## src/rtl/data_mem_arb_pkg.sv

```systemverilog
// ============================================================================
// Module      : data_mem_arb_pkg
// Description : Shared types and constants for the Data_mem two-port arbiter.
// Revision    : 1.0 - initial release
// ============================================================================
`default_nettype none

package data_mem_arb_pkg;

    typedef enum logic [1:0] {
        IDLE   = 2'd0,
        ACCESS = 2'd1,
        WAIT   = 2'd2,
        DONE   = 2'd3
    } arb_state_t;

    localparam logic PORT0 = 1'b0;
    localparam logic PORT1 = 1'b1;

    localparam int DEF_ADDR_W = 32;
    localparam int DEF_DATA_W = 32;

endpackage

`default_nettype wire

```

## src/rtl/data_mem_arbiter_rr_pick2.sv

```systemverilog
// ============================================================================
// Module      : rr_pick2
// Description : Two-requester round-robin pick; on contention the port that
//               was not granted last wins.
// Revision    : 1.0 - initial release
// ============================================================================
`default_nettype none

module rr_pick2
    import data_mem_arb_pkg::*;
(
    input  logic [1:0] req,
    input  logic       last_grant,
    output logic       gnt_valid,
    output logic       gnt_id
);

    always_comb begin
        gnt_valid = |req;
        case (req)
            2'b10:   gnt_id = PORT1;
            2'b11:   gnt_id = ~last_grant;
            default: gnt_id = PORT0;
        endcase
    end

endmodule

`default_nettype wire

```

## src/rtl/data_mem_arbiter.sv

```systemverilog
// ============================================================================
// Module      : data_mem_arbiter
// Description : Serialises two request ports onto the single-port Data_mem
//               with round-robin priority and a one-cycle ack per transaction.
// Revision    : 1.0 - initial release
// ============================================================================
`default_nettype none

module data_mem_arbiter
    import data_mem_arb_pkg::*;
#(
    parameter int ADDR_W     = DEF_ADDR_W,
    parameter int DATA_W     = DEF_DATA_W,
    parameter int RD_LATENCY = 1
) (
    input  logic              Clk,
    input  logic              Reset,
    input  logic              Req0,
    input  logic              We0,
    input  logic [ADDR_W-1:0] Addr0,
    input  logic [DATA_W-1:0] Wdata0,
    output logic              Ack0,
    output logic [DATA_W-1:0] Rdata0,
    input  logic              Req1,
    input  logic              We1,
    input  logic [ADDR_W-1:0] Addr1,
    input  logic [DATA_W-1:0] Wdata1,
    output logic              Ack1,
    output logic [DATA_W-1:0] Rdata1,
    output logic              Busy,
    output logic [ADDR_W-1:0] Mem_address,
    output logic [DATA_W-1:0] Mem_data_in,
    output logic              Mem_we,
    output logic              Mem_re,
    input  logic [DATA_W-1:0] Mem_data_out
);

    localparam int CNT_W = 2;

    arb_state_t        state_q, state_d;
    logic              last_grant_q, last_grant_d;
    logic              gnt_id_q, gnt_id_d;
    logic              we_q, we_d;
    logic [ADDR_W-1:0] addr_q, addr_d;
    logic [DATA_W-1:0] wdata_q, wdata_d;
    logic [CNT_W-1:0]  cnt_q, cnt_d;
    logic [DATA_W-1:0] rdata0_q, rdata0_d;
    logic [DATA_W-1:0] rdata1_q, rdata1_d;

    logic pick_valid;
    logic pick_id;

    rr_pick2 u_pick (
        .req        ({Req1, Req0}),
        .last_grant (last_grant_q),
        .gnt_valid  (pick_valid),
        .gnt_id     (pick_id)
    );

    always_ff @(posedge Clk) begin
        if (Reset) begin
            state_q      <= IDLE;
            last_grant_q <= PORT1;
            gnt_id_q     <= PORT0;
            we_q         <= 1'b0;
            addr_q       <= '0;
            wdata_q      <= '0;
            cnt_q        <= '0;
            rdata0_q     <= '0;
            rdata1_q     <= '0;
        end else begin
            state_q      <= state_d;
            last_grant_q <= last_grant_d;
            gnt_id_q     <= gnt_id_d;
            we_q         <= we_d;
            addr_q       <= addr_d;
            wdata_q      <= wdata_d;
            cnt_q        <= cnt_d;
            rdata0_q     <= rdata0_d;
            rdata1_q     <= rdata1_d;
        end
    end

    always_comb begin
        state_d      = state_q;
        last_grant_d = last_grant_q;
        gnt_id_d     = gnt_id_q;
        we_d         = we_q;
        addr_d       = addr_q;
        wdata_d      = wdata_q;
        cnt_d        = cnt_q;
        rdata0_d     = rdata0_q;
        rdata1_d     = rdata1_q;
        case (state_q)
            IDLE: begin
                if (pick_valid) begin
                    gnt_id_d     = pick_id;
                    last_grant_d = pick_id;
                    we_d         = (pick_id == PORT1) ? We1    : We0;
                    addr_d       = (pick_id == PORT1) ? Addr1  : Addr0;
                    wdata_d      = (pick_id == PORT1) ? Wdata1 : Wdata0;
                    state_d      = ACCESS;
                end
            end
            ACCESS: begin
                if (we_q) begin
                    state_d = DONE;
                end else begin
                    // WAIT spans RD_LATENCY cycles so data is sampled once valid
                    state_d = WAIT;
                    cnt_d   = CNT_W'(RD_LATENCY - 1);
                end
            end
            WAIT: begin
                if (cnt_q == '0) begin
                    state_d = DONE;
                    if (gnt_id_q == PORT1) begin
                        rdata1_d = Mem_data_out;
                    end else begin
                        rdata0_d = Mem_data_out;
                    end
                end else begin
                    cnt_d = cnt_q - 1'b1;
                end
            end
            default: state_d = IDLE;
        endcase
    end

    always_comb begin
        Busy        = (state_q != IDLE);
        Ack0        = (state_q == DONE) && (gnt_id_q == PORT0);
        Ack1        = (state_q == DONE) && (gnt_id_q == PORT1);
        Rdata0      = rdata0_q;
        Rdata1      = rdata1_q;
        Mem_we      = (state_q == ACCESS) && we_q;
        Mem_re      = (state_q == ACCESS) && !we_q;
        Mem_address = '0;
        Mem_data_in = '0;
        if ((state_q == ACCESS) || (state_q == WAIT)) begin
            Mem_address = addr_q;
            Mem_data_in = wdata_q;
        end
    end

endmodule

`default_nettype wire

```

## config.mk

```make
export PLATFORM = sky130hd
export DESIGN_NAME = data_mem_arbiter
export DESIGN_NICKNAME = d
export VERILOG_FILES = /design/src/rtl/data_mem_arb_pkg.sv /design/src/rtl/data_mem_arbiter_rr_pick2.sv /design/src/rtl/data_mem_arbiter.sv
export SDC_FILE = /design/constraint.sdc
export NUM_CORES = 1
export LEC_CHECK = 0
export BUFFER_PORTS_ARGS = -buffer_cell sky130_fd_sc_hd__buf_2
export CAP_MARGIN = 15
export CORE_MARGIN = 3
export CORE_UTILIZATION = 41
export DETAILED_ROUTE_END_ITERATION = 16
export PLACE_DENSITY_LB_ADDON = 0.1
export SLEW_MARGIN = 20
export SYNTH_ARGS = -nofsm -noshare
export SYNTH_HDL_FRONTEND = slang
export SYNTH_SLANG_ARGS = --single-unit
```

## constraint.sdc

```tcl
create_clock -name Clk -period 1.6 [get_ports Clk]
set_clock_uncertainty 0.1 [all_clocks]
set_input_delay 0.24 -clock Clk [delete_from_list [all_inputs] [get_ports Clk]]
set_output_delay 0.24 -clock Clk [all_outputs]
set_load 0.02 [all_outputs]
```

==> impl_results.md <==
* Status: finished, violations left
* Final TNS setup at -19.28 ns
* Clock-pin slew on the worst setup and hold paths at 0.06 ns
* Slew Limit Fails at 0
* Final hold viol count at 0
* DRT Wirelength at 21.5 mm
* TritonCTS clock tree: done
* Post-DP HPWL at 13.0 mm
* Area grow syn2layout at 73.6%
* Fmax at 515 MHz
* Type of origin of the critical path: flop
* Post-layout minimum cycle time at 1.94 ns
* Commonest cells post-synth: nand2_1 (193), dfxtp_1 (135), a21oi_1 (133)
* Pre-antenna DRT Iters at 4
* Maxcap violations at 0
* Pin count of the biggest net entering global routing at 49
* Final setup viols at 68
* Yosys cell types at 32
* Gp weighted congestion at 0.800
* Vias at 6771
* Crit-path max FO at 5
* Data required, critical path at 1.26 ns
* DR WL/cell at 15.9 um
* Power density cells at 1660 mW/mm2
* Top_reg_cell synth: dfxtp_1
* Failing checks: negative setup slack
* Worst setup margin at -0.340 ns
* Global Route Usage Sum at 25.5%
* Number of flops mapped to enable cells by yosys at 0
* Number of DRC markers in iteration 0 at 316
* CORE AREA at 0.0139 mm2
* Final Core Density at 73.3%
* Worst endpoint data arrival time at 1.60 ns
* Floorplan row count at 43
* Die Y at 126 um
* Total gr overflow at 0
* Nets at 1328
* Starting Density at 42.2%
* WS Path Type: reg -> out
* Initial antenna violation count at 2
* Clock Tree Root: clkbuf_16
* H-Tree Level Count at 4
* Syn nets at 940
* Top-area cell type share of the netlist area at 45.9%
* Most frequent cell after synthesis: nand2_1
* Slew @ Worst Pin at 0.403 ns
* # DRC at 0
* I/O Buffers at 298
* Min-Delay Path Class: in -> reg
* Die area at 0.0158 mm2
* Die X at 126 um
* Seq cells post-synth at 135
* Post-Synthesis Cell Area at 0.00588 mm2
* Cell taking the most area after synthesis: dfxtp_1
* Period utilization at 121%
* Max Root-Sink Buffers at 2
* Syn. warnings at 0
* Setup crit end kind: output pin
* Worst VDD drop at 0.000972 V
* Area contributors post-synth: dfxtp_1 (46%), nand2_1 (12%), a21oi_1 (11%), a211oi_1 (8.3%), and2_1 (7.1%)
* ANT nets after route at 0
* First-pass GRT wire length at 33.3 mm
* Sink Count at 135
* Post-DR vias/cell at 5.01
* CTS buffer count at 17
* P_leak at 4.64 nW
* Num ports at 299
* Max-slew headroom at 73.1%
* Synth Instances at 768
* FFs w/ async S/R, synth at 0%
* Unrepaired setup endpoints after global routing: true
* Syn avg cell area at 7.66 um2
* Worst-Skew Late Latency at 0.41 ns
* Fraction of layout cells with a size suffix above 1 at 40.8%
* Sequential share of the synthesized area at 45.9%
* Vias in the first global route at 6827
==> final cells by class <==
| class | count | area (um2) |
|---|---|---|
| diodes | 2 | 5.00 |
| clock inverters | 11 | 170 |
| inverters | 6 | 22.5 |
| repair buffers | 435 | 3440 |
| multi-input cells | 561 | 3170 |
| clock buffers | 21 | 480 |
| fillers | 1052 | 3720 |
| well taps | 180 | 225 |
| flip-flops and latches | 135 | 2710 |
==> path summary, 6_finish.rpt <==
check	cells past startpoint	to	from	slack [ns]
max	5	Mem_data_in[16]	state_q[1]	-0.34
max reg2reg	8	state_q[0]	state_q[1]	0.04
min	3	addr_q[13]	Addr0[13]	0.02
min reg2reg	2	Rdata1[1]	Rdata1[1]	0.35
==> kinds of logic after synthesis <==
| family | after synthesis | share of synthesized area [%] |
|---|---|---|
| compound gates | 214 | 21.8 |
| fa+ha+maj | 6 | 1.28 |
| buf+inv | 72 | 5.66 |
| flops | 135 | 45.9 |
| simple gates | 341 | 25.3 |
==> per-layer routing <==
layer | part of all wire, % | routed length, um | global-route usage (%)
met3 | 7.5 | 1600 | 6.57
met4 | 3.0 | 646 | 11.0
met1 | 39 | 8360 | 30.1
met2 | 51 | 10900 | 44.1
met5 | 0 | 0 | 0
==> through the flow <==
step                instances  setup WS, ns  power (W)  hold WS [ns]  instance area, um2
finish                   1351        -0.340     0.0169        0.0164               10200
global placement         1210       -0.0274     0.0109         0.338                7790
detailed placement       1210       -0.0631     0.0109         0.344                7790
floorplan                 768       -0.0260    0.00860         0.276                5950
CTS                      1344        -0.336     0.0164        0.0141                9920
global route             1351        -0.386     0.0179        0.0403               10200
==> registers in the layout (all words and copies together), names as in the netlist <==
signal / count
addr_q: 32
wdata_q: 32
we_q: 1
cnt_q: 2
state_q: 2
gnt_id_q: 1
last_grant_q: 1
Rdata0: 32
Rdata1: 32
==> placed cells by master, fill, tap and decap left out, types with 3 or more instances in the layout <==
master / netlist / layout
buf_2: 26 / 231
nand2_1: 193 / 182
dfxtp_1: 135 / 133
a21oi_1: 133 / 123
dlygate4sd3_1: 0 / 96
buf_6: 0 / 68
nor2_1: 67 / 67
a211oi_1: 65 / 60
and2_2: 0 / 45
clkbuf_16: 0 / 21
buf_4: 8 / 21
buf_12: 0 / 15
and2_1: 67 / 12
and2_4: 0 / 10
a21oi_2: 0 / 10
a211oi_2: 2 / 7
nand2_2: 0 / 6
nand2_4: 0 / 5
ha_4: 0 / 5
clkbuf_8: 0 / 4
bufinv_16: 0 / 4
inv_1: 6 / 3
inv_2: 0 / 3
nor2b_1: 5 / 3
clkinvlp_4: 0 / 3
==> where the power goes <==
group | switching [W] | total [W] | internal [W] | leakage (nW)
Sequential | 0.000449 | 0.00460 | 0.00415 | 1.11
Combinational | 0.00424 | 0.00810 | 0.00386 | 3.23
Clock | 0.00147 | 0.00424 | 0.00277 | 0.311
==> worst max-delay path: stages, from the launching register on <==
cell,delay (ns)
dfxtp_2,0.33
inv_2,0.04
ha_4,0.32
buf_2,0.17
and2_1,0.17
buf_4,0.15
==> what timing repair did <==
| item | CTS | global route |
|---|---|---|
| endpoints found under the hold margin | 128 | 0 |
| hold buffers | 96 | 0 |
| pin swaps | 7 | 9 |
| endpoints found under the setup margin | 94 | 169 |
| gates cloned | 1 | 4 |
| buffers inserted | 5 | 2 |
| resized for setup | 152 | 48 |
Power figures use the tool's default switching activity.
